File: src/rtl/mem_arb_pkg.sv
// Shared types and default widths for the LC-3 DRAM arbiter.
package mem_arb_pkg;

    localparam int ADDR_W_DEF = 12;
    localparam int DATA_W_DEF = 16;
    localparam int REQ_ADDR_W = 16;

    typedef enum logic {
        OWN_IF = 1'b0,
        OWN_D  = 1'b1
    } owner_e;

    typedef struct packed {
        logic   valid;
        owner_e owner;
    } rd_tag_t;

endpackage

File: src/rtl/mem_arb_if.sv
// Request/return bus between the fetch port, the data port, the arbiter and the DRAM macro.
interface mem_arb_if
    import mem_arb_pkg::*;
#(
    parameter int ADDR_W = ADDR_W_DEF,
    parameter int DATA_W = DATA_W_DEF
);

    logic                  IF_REQ;
    logic [REQ_ADDR_W-1:0] IF_ADDR;
    logic                  IF_GNT;
    logic                  IF_RVALID;
    logic [DATA_W-1:0]     IF_RDATA;

    logic                  D_REQ;
    logic                  D_WE;
    logic [REQ_ADDR_W-1:0] D_ADDR;
    logic [DATA_W-1:0]     D_WDATA;
    logic                  D_GNT;
    logic                  D_RVALID;
    logic [DATA_W-1:0]     D_RDATA;

    logic [ADDR_W-1:0]     MEM_ADDR;
    logic [DATA_W-1:0]     MEM_WDATA;
    logic                  MEM_WE;
    logic [DATA_W-1:0]     MEM_RDATA;

    // Arbiter view.
    modport slave (
        input  IF_REQ, IF_ADDR, D_REQ, D_WE, D_ADDR, D_WDATA, MEM_RDATA,
        output IF_GNT, IF_RVALID, IF_RDATA, D_GNT, D_RVALID, D_RDATA,
        output MEM_ADDR, MEM_WDATA, MEM_WE
    );

    // Requester and DRAM view.
    modport master (
        output IF_REQ, IF_ADDR, D_REQ, D_WE, D_ADDR, D_WDATA, MEM_RDATA,
        input  IF_GNT, IF_RVALID, IF_RDATA, D_GNT, D_RVALID, D_RDATA,
        input  MEM_ADDR, MEM_WDATA, MEM_WE
    );

endinterface

File: src/rtl/mem_arb_rdpipe.sv
// Read-return tracker: DEPTH-stage shift register of {valid, owner} tags matching the DRAM read latency.
module mem_arb_rdpipe
    import mem_arb_pkg::*;
#(
    parameter int DEPTH = 1
) (
    input  logic    CLK,
    input  logic    RST_N,
    input  rd_tag_t tag_in,
    output rd_tag_t tag_out
);

    rd_tag_t [DEPTH-1:0] stage;

    // NOTE: unlike a data RAM, every stage is reset: a stale valid bit would fire a bogus RVALID after reset.
    // State is updated with non-blocking assignments so each stage samples its predecessor's old value.
    always_ff @(posedge CLK or negedge RST_N) begin
        if (!RST_N) begin
            stage <= '0;
        end else begin
            stage[0] <= tag_in;
            for (int i = 1; i < DEPTH; i++) begin
                stage[i] <= stage[i-1];
            end
        end
    end

    assign tag_out = stage[DEPTH-1];

endmodule

File: src/rtl/mem_arbiter.sv
// Single-port LC-3 DRAM arbiter between instruction fetch and data load/store.
// Define MEM_ARB_RR_EN for round-robin; otherwise fixed D priority with an IF starvation guard.
module mem_arbiter
    import mem_arb_pkg::*;
#(
    parameter int ADDR_W     = ADDR_W_DEF,
    parameter int DATA_W     = DATA_W_DEF,
    parameter int RD_LAT     = 1,
    parameter int STARVE_LIM = 4
) (
    input logic      CLK,
    input logic      RST_N,
    mem_arb_if.slave bus
);

    owner_e            winner;
    logic              any_win;
    logic              if_gnt;
    logic              d_gnt;
    logic [ADDR_W-1:0] mem_addr;
    logic [ADDR_W-1:0] addr_q;
    rd_tag_t           tag_in;
    rd_tag_t           tag_head;
    logic              if_rvalid;
    logic              d_rvalid;
    logic [DATA_W-1:0] if_rdata_q;
    logic [DATA_W-1:0] d_rdata_q;
    logic              unused_addr_bits;

`ifdef MEM_ARB_RR_EN
    owner_e last_owner;
`else
    localparam int CNT_W = $clog2(STARVE_LIM + 1);
    logic [CNT_W-1:0] starve_cnt;
    logic             if_starved;

    assign if_starved = (starve_cnt == CNT_W'(STARVE_LIM));
`endif

    // NOTE: defaults come first so every path assigns every output and no latch is inferred.
    always_comb begin
        any_win = 1'b0;
        winner  = OWN_IF;
`ifdef MEM_ARB_RR_EN
        if (bus.IF_REQ && bus.D_REQ) begin
            any_win = 1'b1;
            winner  = (last_owner == OWN_IF) ? OWN_D : OWN_IF;
        end else if (bus.D_REQ) begin
            any_win = 1'b1;
            winner  = OWN_D;
        end else if (bus.IF_REQ) begin
            any_win = 1'b1;
            winner  = OWN_IF;
        end
`else
        if (bus.D_REQ && !(bus.IF_REQ && if_starved)) begin
            any_win = 1'b1;
            winner  = OWN_D;
        end else if (bus.IF_REQ) begin
            any_win = 1'b1;
            winner  = OWN_IF;
        end
`endif
        if (!RST_N) begin
            any_win = 1'b0;
        end
    end

    assign if_gnt = any_win && (winner == OWN_IF);
    assign d_gnt  = any_win && (winner == OWN_D);

    // With no winner the DRAM address is parked on the last one used.
    assign mem_addr = !any_win        ? addr_q :
                      (winner == OWN_D) ? bus.D_ADDR[ADDR_W-1:0] : bus.IF_ADDR[ADDR_W-1:0];

    assign unused_addr_bits = ^{bus.IF_ADDR[REQ_ADDR_W-1:ADDR_W], bus.D_ADDR[REQ_ADDR_W-1:ADDR_W]};

    always_ff @(posedge CLK or negedge RST_N) begin
        if (!RST_N) begin
            addr_q     <= '0;
            if_rdata_q <= '0;
            d_rdata_q  <= '0;
        end else begin
            addr_q <= mem_addr;
            if (if_rvalid) if_rdata_q <= bus.MEM_RDATA;
            if (d_rvalid)  d_rdata_q  <= bus.MEM_RDATA;
        end
    end

`ifdef MEM_ARB_RR_EN
    always_ff @(posedge CLK or negedge RST_N) begin
        if (!RST_N)       last_owner <= OWN_IF;
        else if (any_win) last_owner <= winner;
    end
`else
    // Counts consecutive cycles IF waited; saturates so IF keeps winning until served.
    always_ff @(posedge CLK or negedge RST_N) begin
        if (!RST_N) begin
            starve_cnt <= '0;
        end else if (bus.IF_REQ && !if_gnt) begin
            if (!if_starved) starve_cnt <= starve_cnt + 1'b1;
        end else begin
            starve_cnt <= '0;
        end
    end
`endif

    assign tag_in.valid = any_win && !(winner == OWN_D && bus.D_WE);
    assign tag_in.owner = winner;

    mem_arb_rdpipe #(
        .DEPTH (RD_LAT)
    ) u_rdpipe (
        .CLK     (CLK),
        .RST_N   (RST_N),
        .tag_in  (tag_in),
        .tag_out (tag_head)
    );

    assign if_rvalid = tag_head.valid && (tag_head.owner == OWN_IF);
    assign d_rvalid  = tag_head.valid && (tag_head.owner == OWN_D);

    assign bus.IF_GNT    = if_gnt;
    assign bus.D_GNT     = d_gnt;
    assign bus.MEM_ADDR  = mem_addr;
    assign bus.MEM_WDATA = bus.D_WDATA;
    assign bus.MEM_WE    = d_gnt && bus.D_WE;
    assign bus.IF_RVALID = if_rvalid;
    assign bus.D_RVALID  = d_rvalid;
    assign bus.IF_RDATA  = if_rvalid ? bus.MEM_RDATA : if_rdata_q;
    assign bus.D_RDATA   = d_rvalid  ? bus.MEM_RDATA : d_rdata_q;

endmodule
File: src/flat_wrapper.sv
// flat-port wrapper written by rule: the top's interface ports become plain ports
module mem_arbiter_flat import mem_arb_pkg::*;
#(
    parameter int ADDR_W     = ADDR_W_DEF,
    parameter int DATA_W     = DATA_W_DEF,
    parameter int RD_LAT     = 1,
    parameter int STARVE_LIM = 4
)
  (CLK, RST_N, bus_IF_REQ, bus_IF_ADDR, bus_D_REQ, bus_D_WE, bus_D_ADDR, bus_D_WDATA, bus_MEM_RDATA, bus_IF_GNT, bus_IF_RVALID, bus_IF_RDATA, bus_D_GNT, bus_D_RVALID, bus_D_RDATA, bus_MEM_ADDR, bus_MEM_WDATA, bus_MEM_WE);
  mem_arb_if #(.ADDR_W(ADDR_W), .DATA_W(DATA_W)) bus_i ();
  input logic CLK;
  input logic RST_N;
  input wire logic [$bits(bus_i.IF_REQ)-1:0] bus_IF_REQ;
  input wire logic [$bits(bus_i.IF_ADDR)-1:0] bus_IF_ADDR;
  input wire logic [$bits(bus_i.D_REQ)-1:0] bus_D_REQ;
  input wire logic [$bits(bus_i.D_WE)-1:0] bus_D_WE;
  input wire logic [$bits(bus_i.D_ADDR)-1:0] bus_D_ADDR;
  input wire logic [$bits(bus_i.D_WDATA)-1:0] bus_D_WDATA;
  input wire logic [$bits(bus_i.MEM_RDATA)-1:0] bus_MEM_RDATA;
  output wire logic [$bits(bus_i.IF_GNT)-1:0] bus_IF_GNT;
  output wire logic [$bits(bus_i.IF_RVALID)-1:0] bus_IF_RVALID;
  output wire logic [$bits(bus_i.IF_RDATA)-1:0] bus_IF_RDATA;
  output wire logic [$bits(bus_i.D_GNT)-1:0] bus_D_GNT;
  output wire logic [$bits(bus_i.D_RVALID)-1:0] bus_D_RVALID;
  output wire logic [$bits(bus_i.D_RDATA)-1:0] bus_D_RDATA;
  output wire logic [$bits(bus_i.MEM_ADDR)-1:0] bus_MEM_ADDR;
  output wire logic [$bits(bus_i.MEM_WDATA)-1:0] bus_MEM_WDATA;
  output wire logic [$bits(bus_i.MEM_WE)-1:0] bus_MEM_WE;
  assign bus_i.IF_REQ = bus_IF_REQ;
  assign bus_i.IF_ADDR = bus_IF_ADDR;
  assign bus_i.D_REQ = bus_D_REQ;
  assign bus_i.D_WE = bus_D_WE;
  assign bus_i.D_ADDR = bus_D_ADDR;
  assign bus_i.D_WDATA = bus_D_WDATA;
  assign bus_i.MEM_RDATA = bus_MEM_RDATA;
  assign bus_IF_GNT = bus_i.IF_GNT;
  assign bus_IF_RVALID = bus_i.IF_RVALID;
  assign bus_IF_RDATA = bus_i.IF_RDATA;
  assign bus_D_GNT = bus_i.D_GNT;
  assign bus_D_RVALID = bus_i.D_RVALID;
  assign bus_D_RDATA = bus_i.D_RDATA;
  assign bus_MEM_ADDR = bus_i.MEM_ADDR;
  assign bus_MEM_WDATA = bus_i.MEM_WDATA;
  assign bus_MEM_WE = bus_i.MEM_WE;
  mem_arbiter #(.ADDR_W(ADDR_W), .DATA_W(DATA_W), .RD_LAT(RD_LAT), .STARVE_LIM(STARVE_LIM)) u_core (.CLK(CLK), .RST_N(RST_N), .bus(bus_i));
endmodule
File: config.mk
export PLATFORM = sky130hd
export DESIGN_NAME = mem_arbiter_flat
export DESIGN_NICKNAME = d
export VERILOG_FILES = /design/src/rtl/mem_arb_pkg.sv /design/src/rtl/mem_arb_if.sv /design/src/rtl/mem_arb_rdpipe.sv /design/src/rtl/mem_arbiter.sv /design/src/flat_wrapper.sv
export SDC_FILE = /design/constraint.sdc
export NUM_CORES = 1
export LEC_CHECK = 0
export ABC_AREA = 1
export CAP_MARGIN = 5
export CORE_MARGIN = 2
export CORE_UTILIZATION = 37
export DETAILED_ROUTE_END_ITERATION = 8
export PLACE_DENSITY = 0.88
export SLEW_MARGIN = 20
export SYNTH_ARGS = -nofsm -noshare
export SYNTH_HDL_FRONTEND = slang
export SYNTH_SLANG_ARGS = --single-unit
export TNS_END_PERCENT = 20
File: constraint.sdc
create_clock -name CLK -period 1.7 [get_ports CLK]
set_input_delay 0.255 -clock CLK [delete_from_list [all_inputs] [get_ports CLK]]
set_output_delay 0.255 -clock CLK [all_outputs]
set_load 0.1 [all_outputs]
# Word-level counts from Yosys, hierarchy flattened

Cells that the tools add are included.

Logic and storage cells: 34
Output and inout port bits: 65
Input port bits: 69
Register bits after elaboration: 49

Reductions and logical operators: 13
Bitwise operators: 2
Eq/ne operators: 2
Add/subtract/negate cells: 1
Multiplexer cells: 10

Operators with widths:

| kind                                         | count |
|---|---|
| 2-to-1 mux 16 bit                            | 2 |
| 2-to-1 mux 12 bit                            | 2 |
| logical AND 1 bit                            | 10 |
| 2-to-1 mux 3 bit                             | 2 |
| 2-to-1 mux 1 bit                             | 4 |
| adder 3 x 1 -> 3 bit (second input constant) | 1 |
| equality test 3 bit (second input constant)  | 1 |
| logical NOT 1 bit                            | 3 |
| != test 2 bit (second input constant)        | 1 |
| inverter 1 bit                               | 2 |

# Depth between registers and ports, before layout

Depth after elaboration: 10
Gate-level depth with buffers: 7
Mapped depth without buffers: 7

# Cells and area by module

Synthesis repeated with hierarchy kept, for this count alone.

Cell total of the unflattened synthesis: 238
Area total of the unflattened synthesis: 2168.3 um^2

Modules (own cells, without submodules):

| module         | seq. area each (um^2) | cells an instance | instances | area each (um^2) |
|---|---|---|---|---|
| mem_arbiter    | 1176.1                | 236               | 1         | 2118.3 |
| mem_arb_rdpipe | 50.0                  | 2                 | 1         | 50.0 |

# Worst setup path before layout

Ideal clock, no wire load.

Kind: register to output
From: reg u_core.starve_cnt[0]
To: out bus_MEM_WE
Data required time: 1.445 ns
Arrival time: 3.177 ns
Path buffers: 1
Cell stages (with the launch flop): 7
Setup slack: -1.732 ns
Path through: dfrtp_1 inv_1 ha_1 nand3_2 nand2_2 buf_4 nor3b_1

Word-level cells in the longest chain between the ends: 8
Elaborated cells between the ends (all ways): 9
Classes of those cells: 1 x eq/ne; 3 x mux; 5 x reduce/logical

RTL lines:

| element                | RTL line           | text |
|---|---|---|
| start, declared        | mem_arbiter.sv:34  | `logic [CNT_W-1:0] starve_cnt;` |
| start signal, assigned | mem_arbiter.sv:101 | `if (!if_starved) starve_cnt <= starve_cnt + 1'b1;` |
| equality test 3 bit *  | mem_arbiter.sv:37  | `assign if_starved = (starve_cnt == CNT_W'(STARVE_LIM));` |
| logical AND 1 bit *    | mem_arbiter.sv:56  | `if (bus.D_REQ && !(bus.IF_REQ && if_starved)) begin` |
| logical NOT 1 bit *    | mem_arbiter.sv:56  |  |
| logical AND 1 bit *    | mem_arbiter.sv:56  |  |
| 2-to-1 mux 1 bit       | mem_arbiter.sv:56  |  |
| 2-to-1 mux 1 bit       | mem_arbiter.sv:64  | `if (!RST_N) begin` |
| logical AND 1 bit *    | mem_arbiter.sv:70  | `assign d_gnt = any_win && (winner == OWN_D);` |
| logical AND 1 bit *    | mem_arbiter.sv:127 | `assign bus.MEM_WE = d_gnt && bus.D_WE;` |
| end, declared          | flat_wrapper.sv:28 | `output wire logic [$bits(bus_i.MEM_WE)-1:0] bus_MEM_WE;` |

Every way passes the cells marked *; elsewhere a longest branch is shown, timed or not.

# Worst setup path after layout

From: reg u_core.starve_cnt[0]
To: out bus_MEM_ADDR[3]

Word-level cells in the longest chain between the ends: 7
Elaborated cells between the ends (all ways): 9
Classes of those cells: 1 x eq/ne; 5 x mux; 3 x reduce/logical

RTL lines:

| element                                                      | RTL line                             | text |
|---|---|---|
| equality test 3 bit *                                        | mem_arbiter.sv:37                    |  |
| logical AND 1 bit *                                          | mem_arbiter.sv:56                    |  |
| logical NOT 1 bit *                                          | mem_arbiter.sv:56                    |  |
| logical AND 1 bit *                                          | mem_arbiter.sv:56                    |  |
| 2-to-1 mux 1 bit                                             | mem_arbiter.sv:56                    |  |
| 2-to-1 mux 12 bit / 2-to-1 mux 1 bit (equally long branches) | mem_arbiter.sv:74, mem_arbiter.sv:64 |  |
| 2-to-1 mux 12 bit *                                          | mem_arbiter.sv:73                    | `assign mem_addr = !any_win ? addr_q :` |
| end, declared                                                | flat_wrapper.sv:26                   | `output wire logic [$bits(bus_i.MEM_ADDR)-1:0] bus_MEM_ADDR;` |

Marks and branches as above.

==> summary.md <==
| Metric | Value |
|---|---|
| Status | finished, violations left |
| Failing checks | setup timing |
| Drt total wl | 6320 um |
| Worst-path maximum fanout | 6 |
| Ant. Diodes | 0 |
| Initial antenna violation count | 0 |
| Final WS setup | -0.173 ns |
| Sequential share of power | 26.6% |
| Vias in the first global route | 2132 |
| Post-DP HPWL | 4530 um |
| Tcrit/Tclk final | 110% |
| Switching Fraction | 48.0% |
| Largest net degree at the start of global routing | 34 |
| Clk_skew | 0.00544 ns |
| Top cell by count, worst path | nand3_2 |
| CTS tree | yes |
| First-pass GRT wire length | 10100 um |
| Row count | 27 |
| Initial Utilization | 38.9% |
| Slew @ Worst Pin | 0.517 ns |
| Syn Nets | 309 |
| CTS root buf | clkbuf_8 |
| PortBufs | 93 |
| Vias per cell | 4.95 |
| Post-synth top cells | dfrtp_1, nand2_1, inv_1, nand3_1 |
| Die ar. | 6530 um2 |
| Final Hold Viols | 0 |
| Fmax | 534 MHz |
| Setup crit start kind | flip-flop |
| First DRT Iteration DRCs | 47 |
| Worst Path Required | 1.44 ns |
| Ys Warns | 0 |
| Synth top area share | 56.2% |
| P_int | 0.00281 W |
| Post-synthesis cell area | 2180 um2 |
| Ratio of cells with drive above 1 in the final layout | 49.6% |
| Number of library cell types mapped by synthesis | 21 |
| Clk Latency, worst-skew pair | 0.29 ns |
| Async S/R FF share, synth | 100% |
| Total power | 0.00540 W |
| Mapped Cells | 238 |
| Fin area | 4310 um2 |
| Sequential-to-total area share from yosys stat | 56.2% |
| Final setup viols | 41 |
| Average size of a mapped cell | 9.17 um2 |
| Arrival time worst endpoint | 1.62 ns |
| Final worst path period need | 1.87 ns |
| Pre-CTS setup slack | -0.178 ns |
| Total grt overflow | 0 |
| DRC | 0 |
| Final nets | 407 |
| Cts bufs inserted | 5 |
| Flop-to-flop setup slack | 0.26 ns |
| PwrDens | 1250 nW/um2 |
| Layout area overhead | 97.4% |
| Vias after detailed routing | 2024 |
| Core area | 5610 um2 |
| Max Slew Vio Count | 0 |
| Largest buffer count on any clock path | 2 |
| Gpl congestion | 0.692 |
| P_leak | 1.97 nW |
| Setup tns final | -3.95 ns |
| Critical path class | flip-flop to output port |
| H-tree depth | 2 |
| Peak VDD IR | 0.684 mV |
| RSZ-0062 raised after global routing | yes |
| Worst Setup End Kind | output port |
| Tot GR Track Use | 20.0% |
| Critical path, cell by cell | inv_2 -> ha_4 -> nand3_4 -> nand2_4 -> buf_6 -> nand3_2 -> nand3_2 -> buf_12 |
| Slowest cell on crit path | dfrtp_1 |
| Primary FF master, synth | dfrtp_1 |
| Die X | 80.8 um |
| Leading cell types by total area after synthesis | dfrtp_1, nand2_1, buf_4 |
| Logic gate share of total power | 60.8% |
| Io pins | 134 |
| Post-synth EDFFs | 0 |
| CP peak stage delay | 0.41 ns |
| DRT Pass-1 Iters | 4 |
| Clock-pin slew on the worst setup and hold paths | 0.09 ns |
| # clock sinks | 49 |
| Wire per inst | 15.5 um |
| Clk pwr share | 12.5% |
| Hold Path Class | input pin to async pin |
| Die height | 80.8 um |
| Largest area contributor in the netlist | dfrtp_1 |
| # Max-Cap Violations | 0 |
| NetSw | 0.00259 W |
| Flops & latches, synth | 49 |
| Slew HR | 65.5% |
| Antenna Violating Nets Remaining | 0 |
| Placed cell area | 3950 um2 |
==> state kept, by name, indices dropped and copies added, names as in the netlist <==
register                 cells
u_core.if_rdata_q           16
u_core.starve_cnt            3
u_core.u_rdpipe.tag_out      2
u_core.d_rdata_q            16
u_core.addr_q               12
==> placed cells by master (no fill, tap or decap), types with 3 or more instances in the layout <==
| master | synthesis | layout |
|---|---|---|
| inv_2 | 2 | 6 |
| dfrtp_1 | 49 | 49 |
| clkbuf_8 | 0 | 5 |
| buf_6 | 3 | 4 |
| nand2_2 | 1 | 14 |
| buf_4 | 18 | 19 |
| o21ai_2 | 0 | 12 |
| nand4_1 | 12 | 12 |
| clkdlybuf4s50_1 | 0 | 42 |
| nand2_4 | 0 | 3 |
| nand2_1 | 49 | 33 |
| o21ai_4 | 0 | 20 |
| buf_12 | 0 | 52 |
| nand3_2 | 1 | 22 |
| inv_1 | 25 | 21 |
==> path summary, 6_finish.rpt <==
kind | start | to | depth (start not counted)
setup / recovery | u_core.starve_cnt[0]$_DFFE_PN0P_ | bus_MEM_ADDR[3] | 8
max in group asynchronous | RST_N | u_core.if_rdata_q[11]$_DFF_PN0_ | 3
min in group CLK | bus_IF_REQ | u_core.starve_cnt[2]$_DFFE_PN0P_ | 3
hold / removal | RST_N | u_core.if_rdata_q[1]$_DFF_PN0_ | 3
hold reg to reg | u_core.if_rdata_q[7]$_DFF_PN0_ | u_core.if_rdata_q[7]$_DFF_PN0_ | 2
setup reg to reg | u_core.starve_cnt[0]$_DFFE_PN0P_ | u_core.addr_q[7]$_DFF_PN0_ | 8
==> power groups by stage <==
stage	Clock (W)	Sequential, W	Combinational, W
floorplan	0	0.00143	0.00217
global placement	0	0.00143	0.00314
detailed placement	0	0.00145	0.00318
CTS	0.000690	0.00143	0.00327
global route	0.000739	0.00146	0.00339
finish	0.000677	0.00144	0.00329
==> critical path, delay by kind of cell (launching register included) <==
kind          cells  cell delay [ns]
fa+ha+maj         1             0.13
buf+inv           3             0.39
simple gates      4             0.38
flops             1             0.41
==> stage by stage <==
stage / hold WS, ns / utilization, % / std cells
global route: 0.191 / 76.8 / 409
global placement: 0.248 / 70.4 / 389
finish: 0.149 / 76.8 / 409
floorplan: -0.0406 / - / 238
detailed placement: 0.257 / 70.4 / 389
CTS: 0.155 / 75.8 / 406
==> repair_timing <==
item / in CTS / in global routing
hold buffers: 1 / 0
gates resized for setup: 39 / 8
setup endpoints to repair: 46 / 46
endpoints found under the hold margin: 22 / 0
pin swaps: 4 / 4
setup buffers: 8 / 3
==> cells by family (layout without fill, tap and decap cells) <==
| group | count (synthesis) | after routing | share of synthesized area [%] |
|---|---|---|---|
| AND/OR/NAND/NOR | 94 | 94 | 20.0 |
| buffers and inverters | 56 | 155 | 13.9 |
| flip-flops | 49 | 49 | 56.2 |
| AO/OA/AOI/OAI | 36 | 36 | 8.37 |
| adder cells (fa/ha/maj) | 2 | 2 | 1.15 |
| XOR/XNOR | 1 | 1 | 0.401 |
==> per-layer routing <==
metal / part of all wire (%) / vias up / global-route usage [%] / wire [um]
met2: 52 / 78 / 36.3 / 3310
met3: 8.3 / 6 / 4.78 / 525
met4: 0.63 / 0 / 4.75 / 40
met1: 39 / 990 / 24.1 / 2450
li1: - / 950 / - / -
met5: 0 / - / 0 / 0
==> cell type report <==
class / instances / area [um2]
clock buffer: 6 / 72.6
clock inverter: 2 / 15.0
fill: 336 / 1300
inverter: 27 / 101
multi-input combinational: 133 / 1130
sequential: 49 / 1230
tap: 72 / 90.1
timing repair buffer: 120 / 1670
No activity file was read; power rests on OpenSTA's default activity.
